File: config.mk
export PLATFORM = sky130hd
export DESIGN_NAME = game_countdown
export DESIGN_NICKNAME = d
export VERILOG_FILES = /design/src/rtl/game_countdown_pkg.sv /design/src/rtl/game_countdown_bin_to_bcd2.sv /design/src/rtl/game_countdown.sv
export SDC_FILE = /design/constraint.sdc
export NUM_CORES = 1
export LEC_CHECK = 0
export CAP_MARGIN = 0
export CORE_UTILIZATION = 28
export CTS_CLUSTER_DIAMETER = 40
export DETAILED_ROUTE_END_ITERATION = 12
export GPL_TIMING_DRIVEN = 0
export PLACE_DENSITY = 0.61
export SLEW_MARGIN = 10
export SYNTH_ARGS = -nofsm -noshare
export SYNTH_HDL_FRONTEND = slang
export SYNTH_HIERARCHICAL = 1
export SYNTH_SLANG_ARGS = --single-unit
File: constraint.sdc
create_clock -name clk_i -period 5.6 [get_ports clk_i]
set_input_delay 1.68 -clock clk_i [delete_from_list [all_inputs] [get_ports clk_i]]
set_output_delay 1.68 -clock clk_i [all_outputs]
set_load 0.02 [all_outputs]
File: src/rtl/game_countdown_pkg.sv
// Shared game package: FSM state encoding and default round-timer constants.
package game_countdown_pkg;

  typedef enum logic [1:0] {
    ST_IDLE  = 2'd0,
    ST_RUN   = 2'd1,
    ST_PAUSE = 2'd2,
    ST_DONE  = 2'd3
  } state_t;

  localparam int START_DEFAULT = 30;
  localparam int WARN_DEFAULT  = 5;

  // A round is "active" while it is running or paused; warnings only apply then.
  function automatic logic is_active(input state_t s);
    return (s == ST_RUN) || (s == ST_PAUSE);
  endfunction

endpackage

File: src/rtl/game_countdown_bin_to_bcd2.sv
// Binary to two BCD digits, saturating both digits to 4'hF above 99.
// Shared with the score display.
module bin_to_bcd2 #(
  parameter int WIDTH = 7
) (
  input  logic [WIDTH-1:0] i_bin,
  output logic [3:0]       o_tens,
  output logic [3:0]       o_ones
);

  logic [31:0] w_val;

  assign w_val = 32'(i_bin);

  // Split into decimal digits, or flag an out-of-range value.
  always_comb begin
    if (w_val > 32'd99) begin
      o_tens = 4'hF;
      o_ones = 4'hF;
    end else begin
      o_tens = 4'(w_val / 32'd10);
      o_ones = 4'(w_val % 32'd10);
    end
  end

endmodule

File: src/rtl/game_countdown.sv
// Whack-a-mole round timer: tick-driven countdown with start/pause/reload,
// low-time warning, expiry pulse and BCD digits for the 7-seg driver.
module game_countdown
  import game_countdown_pkg::*;
#(
  parameter int WIDTH = 7,
  parameter int START = START_DEFAULT,
  parameter int WARN  = WARN_DEFAULT
) (
  input  logic             clk_i,
  input  logic             reset_i,
  input  logic             tick_i,
  input  logic             start_i,
  input  logic             pause_i,
  input  logic             load_i,
  input  logic [WIDTH-1:0] load_val_i,
  output logic [WIDTH-1:0] count_o,
  output logic             running_o,
  output logic             done_o,
  output logic             expired_o,
  output logic             warn_o,
  output logic [3:0]       tens_o,
  output logic [3:0]       ones_o
);

  localparam logic [WIDTH-1:0] START_V = WIDTH'(START);
  localparam logic [WIDTH-1:0] WARN_V  = WIDTH'(WARN);
  localparam logic [WIDTH-1:0] ZERO_V  = {WIDTH{1'b0}};
  localparam logic [WIDTH-1:0] ONE_V   = {{(WIDTH-1){1'b0}}, 1'b1};

  state_t           r_state;
  state_t           w_state_nxt;
  logic [WIDTH-1:0] r_count;
  logic [WIDTH-1:0] w_count_nxt;
  logic             r_expired;
  logic             w_expired_nxt;

  // State, count and expiry-pulse registers.
  always_ff @(posedge clk_i or negedge reset_i) begin
    if (!reset_i) begin
      r_state   <= ST_IDLE;
      r_count   <= START_V;
      r_expired <= 1'b0;
    end else begin
      r_state   <= w_state_nxt;
      r_count   <= w_count_nxt;
      r_expired <= w_expired_nxt;
    end
  end

  // Next state: load beats everything, then pause, start, tick.
  always_comb begin
    w_state_nxt   = r_state;
    w_count_nxt   = r_count;
    w_expired_nxt = 1'b0;
    if (load_i) begin
      w_count_nxt = load_val_i;
      w_state_nxt = ST_IDLE;
    end else begin
      case (r_state)
        ST_IDLE: begin
          if (start_i) begin
            if (r_count == ZERO_V) begin
              w_state_nxt   = ST_DONE;
              w_expired_nxt = 1'b1;
            end else begin
              w_state_nxt = ST_RUN;
            end
          end else begin
            w_state_nxt = ST_IDLE;
          end
        end
        ST_RUN: begin
          if (pause_i) begin
            w_state_nxt = ST_PAUSE;
          end else if (tick_i) begin
            // The last tick lands on zero and expires on the same edge; never wraps.
            if (r_count <= ONE_V) begin
              w_count_nxt   = ZERO_V;
              w_state_nxt   = ST_DONE;
              w_expired_nxt = 1'b1;
            end else begin
              w_count_nxt = r_count - ONE_V;
            end
          end else begin
            w_state_nxt = ST_RUN;
          end
        end
        ST_PAUSE: begin
          if (start_i) begin
            w_state_nxt = ST_RUN;
          end else begin
            w_state_nxt = ST_PAUSE;
          end
        end
        ST_DONE: begin
          if (start_i) begin
            w_count_nxt = START_V;
            w_state_nxt = ST_RUN;
          end else begin
            w_count_nxt = ZERO_V;
          end
        end
        default: begin
          w_state_nxt = ST_IDLE;
        end
      endcase
    end
  end

  assign count_o   = r_count;
  assign expired_o = r_expired;
  assign running_o = (r_state == ST_RUN);
  assign done_o    = (r_state == ST_DONE);
  assign warn_o    = is_active(r_state) && (r_count != ZERO_V) && (r_count <= WARN_V);

  bin_to_bcd2 #(
    .WIDTH (WIDTH)
  ) u_bcd (
    .i_bin  (r_count),
    .o_tens (tens_o),
    .o_ones (ones_o)
  );

endmodule

==> metrics <==
CP Data Arrival Time=3690 ps; commonest cells in the synthesized netlist=nor2_1, o21ai_0, inv_1, nand2b_1, a21oi_1; IO Port Bufs=31; status=finished clean; clk slew on worst S/H paths=50 ps; Tcrit/Tclk final=95.9%; die area=5380 um2; syn avg cell area=8.01 um2; Setup CP Type=flop to primary output; CP Max Fanout=10; worst r2r path cells=7; Post-Syn Nets=199; largest net degree at the start of global routing=12; first-pass GRT wire length=6460 um; ANT cells=0; Top FF cell, synth=dfrtp_1; Hold Crit Depth=2; worst slew pin tran=1080 ps; Placer Congestion=0.863; Synth top area share=10.5%; Fill cells=519; 1st-iter DRT viols=102; DRC viols=0; Fin. Hold Viols=0; global route total overflow=0; fin crit period=5370 ps; CTS max path bufs=2; area of the mapped netlist=1430 um2; Detailed Routing Iterations Pass 1=4; Peak VDD IR=0.120 mV; WHS=654 ps; Data required, critical path=3920 ps; Hold Path Sink=count_o[1]; reg2reg start=r_state[1]; Synth Instances=178; yosys warns=6; IO Pins=32; Cell Rows=25; setup_tns=0 ps; via count=1,474; Layout Nets=236; Die Ht=73.3 um; pre-CTS setup slack=425 ps; CTS tree=built; Slew Viols, Final=0; async set-reset flop share out of synthesis=100%; storage element area=255 um2; setup violators final=0; Num CTS Buffers=3; CTS Hold Bufs=0; CTS H-Tree Depth=1; EDFF count, synth=0; share of cells above drive strength 1=15.0%; DR WL/cell=13.6 um; flop and latch count out of synthesis=10; Power Density=362 nW/um2; RSZ-0062 raised after global routing=no; crit end category=primary output; Area Overhead vs Synth=32.6%; Synth area leaders=dfrtp_1, dfstp_2, ha_1; CP Launch Type=flop; Worst setup startpoint=count_o[5]; Critical R2R Capture=count_o[4]; Max Fclk=186 MHz; number of distinct library cells after synthesis=60; Clock Latency Late Sink=240 ps; Worst Slack Setup Final=229 ps; area leader, netlist=dfrtp_1; die width=73.3 um; antenna-violating nets left=0; leakage power=0.694 nW; Hold Startpoint=count_o[1]; hpwl dp=2830 um; total routed wirelength=3810 um; Multi-input gate area=1060 um2; hold crit path type=flop to flop; Slew headroom=27.3%; CTS root buf=clkbuf_8; Initial Utilization=29.6%; Max-Cap Viols=0; CORE AREA=4820 um2; number of global-route vias before repair=1,409; sequential area share after synthesis=17.9%; skew final=1.11 ps; vias per cell=5.25; gr usage total=15.2%; initial antenna violation count=0; Num Clock Sinks=10; flop2flop setup slack=3580 ps
-- layout by cell type (no fill, tap or decap), types with 3 or more instances in the layout --
master,count
o21ai_1,3
o21ai_0,12
nor3_1,3
clkbuf_1,4
nand3_1,3
nand2b_1,11
buf_2,5
dfstp_2,4
nor2_1,12
nand2_1,8
nor2b_1,5
a2111oi_0,4
o31ai_1,6
a21oi_1,10
o22ai_1,4
clkbuf_8,4
dfrtp_1,6
buf_6,3
a32o_1,3
ha_1,8
or4_1,3
clkdlybuf4s50_1,31
inv_1,11
a211oi_1,5
-- worst max-delay path, stage by stage, from the launching register on --
cell and delay, ps:
dfrtp_1 490, buf_6 200, nor2_1 190, inv_1 90, ha_1 360, nand3b_1 240
and3_1 220, o22ai_1 210, nor3b_4 300, xnor2_1 110, or2_0 230, o221ai_1 180
clkdlybuf4s50_1 630
-- what timing repair did --
item,4_1_cts,5_1_grt
buffers inserted,0,1
setup endpoints to repair,0,3
hold endpoints to repair,0,0
resized for setup,0,1
-- how the worst max path moves through the flow --
stage                           end
final                     ones_o[3]
after global routing      ones_o[3]
after CTS                 ones_o[3]
after detailed placement  ones_o[3]
after global placement    ones_o[3]
after floorplan           ones_o[3]
-- cell families (layout without fill, tap and decap cells) --
group / Yosys count / count (layout) / synth area share, %
flops: 10 / 10 / 17.9
xor+xnor: 1 / 1 / 0.615
buf+inv: 24 / 60 / 8.34
fa+ha+maj: 9 / 9 / 7.81
simple gates: 62 / 62 / 26.9
compound gates: 72 / 72 / 38.5
-- layer usage --
| metal | vias up | GRT usage [%] | routed length (um) |
|---|---|---|---|
| li1 | 761 | - | - |
| met1 | 678 | 20.3 | 1870 |
| met2 | 28 | 25.4 | 1790 |
| met3 | 7 | 1.37 | 84 |
| met4 | 0 | 5.34 | 71 |
| met5 | - | 0 | 0 |
-- cell type report --
cell class / count / area share, %
well taps: 67 / 4.44
inverters: 12 / 2.38
clock buffers: 4 / 2.91
plain buffers: 12 / 3.91
flip-flops and latches: 10 / 13.5
multi-input cells: 144 / 56.0
repair buffers: 32 / 16.8
-- through the flow --
step | instances | util (%) | total power [W] | area [um2]
floorplan | 178 | - | 0.000427 | 1430
global placement | 276 | 37.8 | 0.000576 | 1820
detailed placement | 276 | 37.8 | 0.000579 | 1820
finish | 281 | 39.2 | 0.000685 | 1890
global route | 281 | 39.2 | 0.000738 | 1890
CTS | 280 | 38.9 | 0.000674 | 1870
-- where the power goes --
part / switching (W) / internal, W / total (W) / leakage (nW)
clock network: 0.0000325 / 0.0000622 / 0.0000947 / 0.0288
registers: 0.0000302 / 0.0000908 / 0.000121 / 0.119
logic: 0.000253 / 0.000216 / 0.000469 / 0.546
-- registers in the layout (all words and copies together) (netlist names) --
signal / count
count_o: 7
expired_o: 1
r_state: 2
Note: power is estimated with default switching activity, not from simulation.
